==> src/rtl/plru_victim_alloc_if.sv <==
// +--------------------------------------------------------------------------+
// | plru_victim_alloc_if : hit and allocation handshake bundle               |
// | Rev 1.0                                                                  |
// +--------------------------------------------------------------------------+
`default_nettype none

interface plru_victim_alloc_if #(
  parameter int ENTRIES = 16
);
  logic               hit_valid_i;
  logic [ENTRIES-1:0] hit_idx_i;
  logic               hit_ready_o;
  logic               alloc_req_i;
  logic               alloc_gnt_o;
  logic [ENTRIES-1:0] alloc_idx_o;
  logic               refill_done_i;

  modport slave (
    input  hit_valid_i, hit_idx_i, alloc_req_i, refill_done_i,
    output hit_ready_o, alloc_gnt_o, alloc_idx_o
  );

  modport master (
    output hit_valid_i, hit_idx_i, alloc_req_i, refill_done_i,
    input  hit_ready_o, alloc_gnt_o, alloc_idx_o
  );
endinterface

`default_nettype wire

==> src/rtl/plru_victim_alloc.sv <==
// +--------------------------------------------------------------------------+
// | plru_victim_alloc : victim pick, valid tracking and used vector for PLRU |
// | Optional lock support: PLRU_ALLOC_LOCK_EN          Rev 1.0               |
// +--------------------------------------------------------------------------+
`default_nettype none

module plru_victim_alloc #(
  parameter int ENTRIES = 16
) (
  input  wire logic               clk_i,
  input  wire logic               rst_i,
  plru_victim_alloc_if.slave      bus,
  input  wire logic               flush_i,
  input  wire logic [ENTRIES-1:0] inv_i,
  input  wire logic [ENTRIES-1:0] plru_i,
  output logic      [ENTRIES-1:0] used_o,
  output logic                    plru_clr_o,
  output logic      [ENTRIES-1:0] valid_o
`ifdef PLRU_ALLOC_LOCK_EN
  ,
  input  wire logic [ENTRIES-1:0] lock_i,
  output logic                    alloc_err_o
`endif
);

  localparam logic [ENTRIES-1:0] C_ENTRY0 = ENTRIES'(1);

  typedef enum logic [1:0] {
    S_IDLE = 2'd0,
    S_PICK = 2'd1,
    S_WAIT = 2'd2
  } state_e;

  state_e             state_q;
  logic [ENTRIES-1:0] valid_q, valid_d;
  logic [ENTRIES-1:0] victim_q, victim_d;
  logic               gnt_q;
  logic               pick_err;
  logic               commit;
  logic [ENTRIES-1:0] inv_eff;

  function automatic logic [ENTRIES-1:0] f_lowbit(input logic [ENTRIES-1:0] v);
    return v & (~v + C_ENTRY0);
  endfunction

  // Invalid entries are preferred; the tree's LRU only matters when the set is full.
  always_comb begin
    pick_err = 1'b0;
`ifdef PLRU_ALLOC_LOCK_EN
    if (|(~valid_q & ~lock_i))
      victim_d = f_lowbit(~valid_q & ~lock_i);
    else if (|(plru_i & ~lock_i))
      victim_d = plru_i & ~lock_i;
    else
      victim_d = f_lowbit(~lock_i);
    pick_err = ~|(~lock_i);
`else
    if (|(~valid_q))
      victim_d = f_lowbit(~valid_q);
    else if (|plru_i)
      victim_d = plru_i;
    else
      victim_d = C_ENTRY0;
`endif
  end

  always_comb begin
    commit  = (state_q == S_WAIT) && bus.refill_done_i;
    inv_eff = inv_i & ~((state_q == S_WAIT) ? victim_q : '0);
    valid_d = flush_i ? '0 : (valid_q & ~inv_eff);
    if (commit)
      valid_d = valid_d | victim_q;
  end

  // A commit steals the used port; the hit source retries next cycle.
  always_comb begin
    if (commit) begin
      used_o          = flush_i ? '0 : victim_q;
      bus.hit_ready_o = 1'b0;
    end else begin
      used_o          = bus.hit_valid_i ? bus.hit_idx_i : '0;
      bus.hit_ready_o = 1'b1;
    end
  end

  always_ff @(posedge clk_i or posedge rst_i) begin
    if (rst_i) begin
      state_q  <= S_IDLE;
      valid_q  <= '0;
      victim_q <= '0;
      gnt_q    <= 1'b0;
    end else begin
      valid_q <= valid_d;
      gnt_q   <= 1'b0;
      case (state_q)
        S_IDLE: begin
          if (bus.alloc_req_i)
            state_q <= S_PICK;
        end
        S_PICK: begin
          if (pick_err) begin
            state_q <= S_IDLE;
          end else begin
            victim_q <= victim_d;
            gnt_q    <= 1'b1;
            state_q  <= S_WAIT;
          end
        end
        S_WAIT: begin
          if (bus.refill_done_i) begin
            victim_q <= '0;
            state_q  <= S_IDLE;
          end
        end
        default: state_q <= S_IDLE;
      endcase
    end
  end

  assign bus.alloc_gnt_o = gnt_q;
  assign bus.alloc_idx_o = victim_q;
  assign plru_clr_o      = flush_i;
  assign valid_o         = valid_q;
`ifdef PLRU_ALLOC_LOCK_EN
  assign alloc_err_o     = (state_q == S_PICK) && pick_err;
`endif

endmodule

`default_nettype wire

==> src/flat_wrapper.sv <==
// flat-port wrapper written by rule: the top's interface ports become plain ports
module plru_victim_alloc_flat 
#(
  parameter int ENTRIES = 16
)
  (clk_i, rst_i, flush_i, inv_i, plru_i, used_o, plru_clr_o, valid_o, bus_hit_valid_i, bus_hit_idx_i, bus_alloc_req_i, bus_refill_done_i, bus_hit_ready_o, bus_alloc_gnt_o, bus_alloc_idx_o);
  plru_victim_alloc_if #(.ENTRIES(ENTRIES)) bus_i ();
  input  wire logic clk_i;
  input  wire logic rst_i;
  input  wire logic flush_i;
  input  wire logic [ENTRIES-1:0] inv_i;
  input  wire logic [ENTRIES-1:0] plru_i;
  output logic      [ENTRIES-1:0] used_o;
  output logic plru_clr_o;
  output logic      [ENTRIES-1:0] valid_o;
  input wire logic [$bits(bus_i.hit_valid_i)-1:0] bus_hit_valid_i;
  input wire logic [$bits(bus_i.hit_idx_i)-1:0] bus_hit_idx_i;
  input wire logic [$bits(bus_i.alloc_req_i)-1:0] bus_alloc_req_i;
  input wire logic [$bits(bus_i.refill_done_i)-1:0] bus_refill_done_i;
  output wire logic [$bits(bus_i.hit_ready_o)-1:0] bus_hit_ready_o;
  output wire logic [$bits(bus_i.alloc_gnt_o)-1:0] bus_alloc_gnt_o;
  output wire logic [$bits(bus_i.alloc_idx_o)-1:0] bus_alloc_idx_o;
  assign bus_i.hit_valid_i = bus_hit_valid_i;
  assign bus_i.hit_idx_i = bus_hit_idx_i;
  assign bus_i.alloc_req_i = bus_alloc_req_i;
  assign bus_i.refill_done_i = bus_refill_done_i;
  assign bus_hit_ready_o = bus_i.hit_ready_o;
  assign bus_alloc_gnt_o = bus_i.alloc_gnt_o;
  assign bus_alloc_idx_o = bus_i.alloc_idx_o;
  plru_victim_alloc #(.ENTRIES(ENTRIES)) u_core (.clk_i(clk_i), .rst_i(rst_i), .bus(bus_i), .flush_i(flush_i), .inv_i(inv_i), .plru_i(plru_i), .used_o(used_o), .plru_clr_o(plru_clr_o), .valid_o(valid_o));
endmodule
==> config.mk <==
export PLATFORM = sky130hd
export DESIGN_NAME = plru_victim_alloc_flat
export DESIGN_NICKNAME = d
export VERILOG_FILES = /design/src/rtl/plru_victim_alloc_if.sv /design/src/rtl/plru_victim_alloc.sv /design/src/flat_wrapper.sv
export SDC_FILE = /design/constraint.sdc
export NUM_CORES = 1
export LEC_CHECK = 0
export ABC_AREA = 1
export ABC_CLOCK_PERIOD_IN_PS = 3000
export BUFFER_PORTS_ARGS = -buffer_cell sky130_fd_sc_hd__buf_2
export CORE_MARGIN = 2
export CORE_UTILIZATION = 46
export CTS_CLUSTER_SIZE = 16
export DETAILED_ROUTE_END_ITERATION = 10
export GPL_TIMING_DRIVEN = 0
export PLACE_DENSITY = 0.88
export SYNTH_ARGS = -nofsm -noshare
export SYNTH_HDL_FRONTEND = slang
export SYNTH_SLANG_ARGS = --single-unit
==> constraint.sdc <==
create_clock -name clk_i -period 3 [get_ports clk_i]
set_input_delay 0.15 -clock clk_i [delete_from_list [all_inputs] [get_ports clk_i]]
set_output_delay 0.15 -clock clk_i [all_outputs]
set_load 0.005 [all_outputs]
# Word level (Yosys, flattened, before mapping)
# Index checks and enable logic that the tools add are counted.
[totals] regBits=35 input_bits=54 word_cells=39
[op_classes] add_sub_neg=1 eq_ne=4 mux=15 bitwise_logic=8 reduce_logical=7
[ops] op="2-to-1 mux 16 bit" n=9
[ops] op="NOT 16 bit" n=4
[ops] op="AND 16 bit" n=3
[ops] op="case mux 16 bit (2 select lines)" n=1
[ops] op="OR reduction 16 bit" n=2
[ops] op="adder 16 x 1 -> 16 bit, second input constant" n=1
[ops] op="bitwise OR 16 bit" n=1
[ops] op="case mux 2 bit (3 select lines)" n=1
[ops] op="2-to-1 mux 2 bit" n=2
[ops] op="!= test 2 bit, second input constant" n=2
[ops] op="AND reduction 2 bit" n=2
[ops] op="== test 2 x 1 -> 1 bit, second input constant" n=1
[ops] op="== test 2 bit, second input constant" n=1
[ops] op="logical NOT 2 bit" n=1
[ops] op="2-to-1 mux 1 bit" n=2
[ops] op="nonzero test 2 bit" n=1
[ops] op="logical AND 1 bit" n=1

# Longest topological paths before layout
# Gate-level depths: netlist of run 1.
[logic_depth] word_depth=9 mapped_depth=9 depth_no_buf=8

# Worst setup path before layout of run 1
# OpenSTA, ideal clock, no wires.
[synth_timing] path_kind="reg-to-output" startpoint="register u_core.state_q[0]" endpoint="output port used_o[15]" arrival_ps=1141 required_time_ps=2850 setup_slack_ps=1709 path_stages_with_launch=9 path_buffers=2 cell_sequence="dfrtp_1 inv_1 nand2_2 nor2_4 inv_2 buf_6 buf_6 nand3_1 o31ai_1"
[synth_via] elab_chain_len=3
[synth_lines] item="start: declaration" line="plru_victim_alloc.sv:34" source="state_e state_q;"
[synth_lines] item="start signal: assignment" line="plru_victim_alloc.sv:88" source="state_q <= S_IDLE;"
[synth_lines] item="start signal: assignment" line="plru_victim_alloc.sv:98" source="state_q <= S_PICK;"
[synth_lines] item="start signal: assignment" line="plru_victim_alloc.sv:102" source="state_q <= S_IDLE;"
[synth_lines] item="== test 2 bit" line="plru_victim_alloc.sv:68" source="commit = (state_q == S_WAIT) && bus.refill_done_i;"
[synth_lines] item="logical AND 1 bit" line="plru_victim_alloc.sv:68"
[synth_lines] item="2-to-1 mux 16 bit" line="plru_victim_alloc.sv:77" source="if (commit) begin"
[synth_lines] item="end: declaration" line="flat_wrapper.sv:13" source="output logic [ENTRIES-1:0] used_o;"
# Every way passes these cells.

# Worst setup path after layout of run 1
[layout_timing] startpoint="register u_core.state_q[0]" endpoint="output port used_o[11]"
# The elaborated chain is that of the path after synthesis.

==> impl_metrics.env, run 1 <==
export IMPL_required_ps=2850
export IMPL_setup_viol=0
export IMPL_ys_types=28
export IMPL_status="finished with violations"
export IMPL_numPortBuffers=103
export IMPL_worst_setup_path_end_kind="output port"
export IMPL_crit_type="reg2out"
export IMPL_finalWeightedCongestion=0.936
export IMPL_io_pins=105
export IMPL_drc=0
export IMPL_areaGrowthSynthToFinish_pct=31.2
export IMPL_hold_viol=19
export IMPL_ys_warn_count=0
export IMPL_htreeDepth=2
export IMPL_violations="negative hold slack"
export IMPL_fin_setup_tns_ps=0
export IMPL_cts_buffer_depth=2
export IMPL_antenna_cells=0
export IMPL_dr_first_iter_drc_count=224
export IMPL_fp_dieH_um=74.7
export IMPL_tightest_slew_ps=733
export IMPL_ys_seq_area_frac=0.381
export IMPL_start_kind="flop"
export IMPL_rsz0062_at_grt="no"
export IMPL_cts_root_buffer="clkbuf_8"
export IMPL_grt_usage=0.265
export IMPL_fin_worst_skew_ps=11.7
export IMPL_cts_sinks=35
export IMPL_wire_per_inst_um=13.8
export IMPL_fin_nets=500
export IMPL_register_area_um2=876
export IMPL_fin_worst_hold_slack_ps=-34.2
export IMPL_cts_made_buffers=5
export IMPL_slew_violations=0
export IMPL_antenna_found_initial=0
export IMPL_final_cell_mix="nand2_1, buf_2, nand3_1, dfrtp_1, inv_1"
export IMPL_rows=25
export IMPL_maxSlewHeadroom=0.510
export IMPL_core_um2=4790
export IMPL_synthCells=336
export IMPL_min_path_type="in2async"
export IMPL_synthesis_nets=390
export IMPL_fin_crit_sh=0.631
export IMPL_totalWireLength_mm=7.10
export IMPL_ys_ff_latch=35
export IMPL_avgSynthCellArea_um2=6.84
export IMPL_multi_input_area_um2=1210
export IMPL_ir_worst_vdd_mv=0.234
export IMPL_fmax_mhz=529
export IMPL_ant_nets=0
export IMPL_die_area_um2=5580
export IMPL_dpl_hpwl_mm=5.59
export IMPL_grt_pass1_wl_mm=11.3
export IMPL_final_common_cell="nand2_1"
export IMPL_critPathArrivalTime_ps=1740
export IMPL_cts_resized=0
export IMPL_power_total_mw=1.39
export IMPL_p_per_area_nw_per_um2=461
export IMPL_setup_ws_ps=1110
export IMPL_grt_max_degree=36
export IMPL_holdBufCountCts=0
export IMPL_viasPerCell=5.22
export IMPL_p_leak_nw=1.78
export IMPL_insertion_delay_ps=290
export IMPL_max_cap_violations=0
export IMPL_die_x_um=74.7
export IMPL_synth_area_um2=2300
export IMPL_period_needed_ps=1890
export IMPL_initial_core_util=0.480
export IMPL_cp_max_fo=10
export IMPL_drt_pass1_iter_count=5
export IMPL_layout_drive_gt1_share=0.313
export IMPL_path_clk_slew_ps=80
export IMPL_pre_cts_ws_ps=1450
export IMPL_grt_pass1_vias=2400
export IMPL_grt_overflow_total=0
export IMPL_fill_cells=448
export IMPL_cts_tree="yes"
export IMPL_postCtsSetupBuffers=0
export IMPL_via_count=2684
==> through the flow <==
step | cell area [µm²] | util | instances | hold WS, ps
after global placement | 2900 | 0.605 | 506 | 403
after floorplan | 2300 | - | 336 | 274
after detailed placement | 2900 | 0.605 | 506 | 410
after CTS | 3020 | 0.630 | 514 | 112
after global routing | 3020 | 0.630 | 514 | 56.1
final | 3020 | 0.630 | 514 | -34.2
==> worst paths after layout <==
kind / from / to / slack [ps] / depth (start not counted)
worst max register to register: u_core.state_q[0] / u_core.bus.alloc_idx_o[15] / 1520 / 9
worst min register to register: u_core.state_q[0] / u_core.state_q[0] / 440 / 1
min in group clk_i: bus_alloc_req_i / u_core.state_q[0] / 110 / 2
max in group asynchronous: rst_i / u_core.bus.alloc_gnt_o / 2540 / 2
worst max-delay path: u_core.state_q[0] / used_o[11] / 1110 / 9
worst min-delay path: rst_i / u_core.valid_o[3] / -30 / 2
==> worst max-delay path, stage by stage, from the launching register on <==
cell and delay, ps:
dfrtp_1 390, inv_1 120, nand2_2 100, nor2_4 210, inv_2 70, buf_6 140
buf_6 140, nand3_1 70, o21ai_1 70, buf_2 140
==> routing by layer <==
layer / track usage / wire (µm)
met5: 0 / 0
met4: 0.0893 / 152
met3: 0.0348 / 584
met2: 0.431 / 3370
met1: 0.369 / 2990
==> synthesized netlist by cell type <==
master	number	area, µm²
nor2_4	5	56.3
nand4_4	1	21.3
nand2_1	126	473
o31ai_1	1	7.51
or2_1	1	6.26
nor2_8	2	40.0
buf_2	2	10.0
o21bai_1	1	7.51
a21oi_1	2	10.0
inv_2	3	11.3
buf_4	2	15.0
nand2_2	5	31.3
o21ai_1	9	45.0
buf_6	3	33.8
nor3b_1	1	7.51
or2_2	1	6.26
nor2_2	1	6.26
nand3_1	63	315
nand4_1	1	6.26
nor2_1	20	75.1
nor3_1	3	15.0
nand3_4	1	17.5
dfrtp_1	35	876
o21ai_2	1	8.76
clkbuf_8	1	13.8
o21ai_0	11	55.1
clkbuf_1	5	18.8
inv_1	29	109
==> cell families (layout without fill, tap and decap cells) <==
logic type	count (synthesis)	in the layout	synth area share
compound gates	25	25	0.0582
buf+inv	45	156	0.0920
flops	35	35	0.381
simple gates	231	231	0.469
==> sequential cells by signal, summed over array words and instances (netlist names) <==
signal / flops
u_core.bus.alloc_gnt_o: 1
u_core.bus.alloc_idx_o: 16
u_core.state_q: 2
u_core.valid_o: 16
==> final cells by class <==
class | instances | share of cell area
inverter | 32 | 0.0398
clock buffer | 6 | 0.0274
clock inverter | 2 | 0.0116
tap | 67 | 0.0278
sequential | 35 | 0.290
multi-input combinational | 256 | 0.402
timing repair buffer | 103 | 0.171
buffer | 13 | 0.0303
==> power breakdown <==
group / internal [mW] / switching, mW
clock network: 0.269 / 0.173
logic: 0.150 / 0.262
registers: 0.502 / 0.0340
No activity file was read; power rests on OpenSTA's default activity.
==> run 2, diff against run 1 <==
Settings changed: ABC_AREA 1 to 0, ABC_CLOCK_PERIOD_IN_PS 3000 to 1600, CORE_UTILIZATION 46 to 40, PLACE_DENSITY 0.88 to 0.85.
Clock period 3 ns to 1.6 ns, I/O delays scaled along.
==> run 2 against run 1 <==
  * The flow finishes with violations (negative setup slack)
  * Worst hold slack gained 36 ps
  * Non-clock buffer count grew 29
  * Clock-buffer cell count grew 2
  * Sequential share of layout area grew 1.2 points
  * Register-to-register slack lost 1600 ps
  * Total power grew 90%
  * Via count shrank 14%
  * Critical path type unchanged
  * Largest cell class unchanged
  * Largest power group unchanged
==> impl_metrics.env, run 2 <==
export IMPL_status="finished with violations"
export IMPL_violations="negative setup slack"
export IMPL_ys_ff_latch=35
export IMPL_insertion_delay_ps=290
export IMPL_via_count=2305
export IMPL_ys_flop_type="dfrtp_1"
export IMPL_fin_worst_hold_slack_ps=2.07
export IMPL_wire_per_inst_um=17.6
export IMPL_pre_cts_ws_ps=-332
export IMPL_grt_usage=0.249
export IMPL_final_cell_mix="buf_2, buf_4, a21oi_1, dfrtp_1, a22o_1"
export IMPL_viasPerCell=5.84
export IMPL_drc=0
export IMPL_power_total_mw=2.64
export IMPL_rows=25
export IMPL_dpl_hpwl_mm=4.61
export IMPL_htreeDepth=2
export IMPL_cts_tree="yes"
export IMPL_pwr_share_clk=0.269
export IMPL_die_area_um2=5350
export IMPL_critPathArrivalTime_ps=1640
export IMPL_antenna_found_initial=0
export IMPL_p_leak_nw=1.56
export IMPL_yosysTopAreaCell="dfrtp_1"
export IMPL_ant_nets=0
export IMPL_layoutNonFillerInstCount=395
export IMPL_tightest_slew_ps=734
export IMPL_ys_async_sr_fraction=1.00
export IMPL_fin_nets=394
export IMPL_path_clk_slew_ps=70
export IMPL_min_path_type="in2reg"
export IMPL_cts_sinks=35
export IMPL_slew_violations=0
export IMPL_start_kind="flop"
export IMPL_synth_area_um2=1910
export IMPL_cp_max_fo=5
export IMPL_fin_setup_tns_ps=-1130
export IMPL_grt_pass1_wl_mm=10.1
export IMPL_final_common_cell="buf_2"
export IMPL_cts_buffer_depth=2
export IMPL_period_needed_ps=1720
export IMPL_numPortBuffers=102
export IMPL_switchingPower_mw=0.847
export IMPL_final_area_um2=2930
export IMPL_finalWeightedCongestion=0.878
export IMPL_fmax_mhz=581
export IMPL_worst_setup_path_end_kind="output port"
export IMPL_rsz0062_at_grt="yes"
export IMPL_hold_viol=0
export IMPL_setup_viol=21
export IMPL_place_inst=357
export IMPL_fin_util=0.630
export IMPL_fp_dieH_um=73.2
export IMPL_synthCells=201
export IMPL_post_dp_cell_area_um2=2490
export IMPL_synth_most_common_cell="dfrtp_1"
export IMPL_ir_worst_vdd_mv=0.509
export IMPL_die_x_um=73.2
export IMPL_fin_crit_sh=1.08
export IMPL_synth_edf_count=0
export IMPL_synth_common_cells="dfrtp_1, a21oi_1, a22o_1, nor2_1, nand2_1"
export IMPL_grt_overflow_total=0
export IMPL_fin_worst_skew_ps=7.67
export IMPL_setup_ws_ps=-121
export IMPL_switching_share=0.321
export IMPL_max_cap_violations=0
export IMPL_dr_first_iter_drc_count=268
export IMPL_synth_top_area_share=0.458
export IMPL_required_ps=1520
export IMPL_drt_pass1_iter_count=5
export IMPL_cts_root_buffer="clkbuf_8"
export IMPL_ys_seq_area_frac=0.458
export IMPL_synthesis_nets=255
export IMPL_synthTopCellsByArea="dfrtp_1, a22o_1, a21oi_1, nor3b_1, a221o_1"
export IMPL_areaGrowthSynthToFinish_pct=53.4
export IMPL_layout_drive_gt1_share=0.496
export IMPL_antenna_cells=0
export IMPL_seq_power_share=0.375
export IMPL_combPwrFrac=0.356
export IMPL_grt_max_degree=36
export IMPL_totalWireLength_mm=6.94
export IMPL_p_int_mw=1.79
export IMPL_io_pins=105
export IMPL_ys_types=38
export IMPL_core_um2=4660
export IMPL_initial_core_util=0.410
export IMPL_ys_warn_count=0
export IMPL_avgSynthCellArea_um2=9.52
export IMPL_maxSlewHeadroom=0.510
export IMPL_grt_pass1_vias=2071
export IMPL_p_per_area_nw_per_um2=900
export IMPL_crit_type="reg2out"
export IMPL_cts_made_buffers=5
==> run 2: cell count changes in the layout (fill, tap and decap cells not counted), moves of 11 or more <==
cell and change:
a21oi_1 +23, a22o_1 +17, buf_4 +27, inv_1 -20, nand2_1 -114, nand3_1 -60
nor3b_1 +11
==> run 2: power groups by stage <==
stage,Sequential [mW],Combinational [mW],Clock [mW]
after CTS,0.986,0.777,0.702
final,0.990,0.940,0.711
after global routing,0.994,0.998,0.747
after global placement,1.00,0.583,0
after floorplan,0.994,0.330,0
after detailed placement,1.00,0.595,0
==> run 2: area by class of cell <==
class                   instances  area, µm²
fillers                       399       1730
well taps                      54       67.6
multi-input cells             143        986
inverters                      10       37.5
plain buffers                  12       95.1
flip-flops and latches         35        888
clock buffers                   8        100
repair buffers                133        759
==> run 2: critical path, cell delays in order (launching register included) <==
cell and delay, ps:
dfrtp_1 410, nor2b_4 140, nand2_2 90, and2_4 210, clkbuf_16 160, a22o_1 210
buf_2 130
==> run 2: worst paths after layout <==
kind | slack, ps | start | cells after the start | to
worst min register to register | 550 | u_core.bus.alloc_idx_o[12] | 2 | u_core.bus.alloc_idx_o[12]
max in group asynchronous | 620 | rst_i | 3 | u_core.valid_o[12]
worst max-delay path | -120 | u_core.state_q[0] | 6 | used_o[14]
min in group asynchronous | 460 | rst_i | 3 | u_core.valid_o[4]
worst min-delay path | 2 | inv_i[11] | 2 | u_core.valid_o[11]
worst max register to register | -30 | u_core.state_q[0] | 6 | u_core.bus.alloc_idx_o[2]
==> run 2: cells by family after synthesis <==
logic type,after synthesis,share of synthesized area
DFF,35,0.458
buffers and inverters,23,0.0523
AOI/OAI and AO/OA,76,0.283
and+or+nand+nor,67,0.207
==> run 2: timing repair <==
action,CTS,global route
cloned,1,0
gates resized for setup,25,15
buffers inserted,10,16
setup endpoints to repair,42,30
endpoints found under the hold margin,3,35
hold buffers,3,1
pin swaps,4,8
==> run 2: per-layer routing <==
metal	GRT usage	share of wire	up-vias
li1	-	-	1041
met1	0.339	0.40	1100
met3	0.0511	0.090	22
met2	0.387	0.48	142
met5	0	0	-
met4	0.101	0.026	0
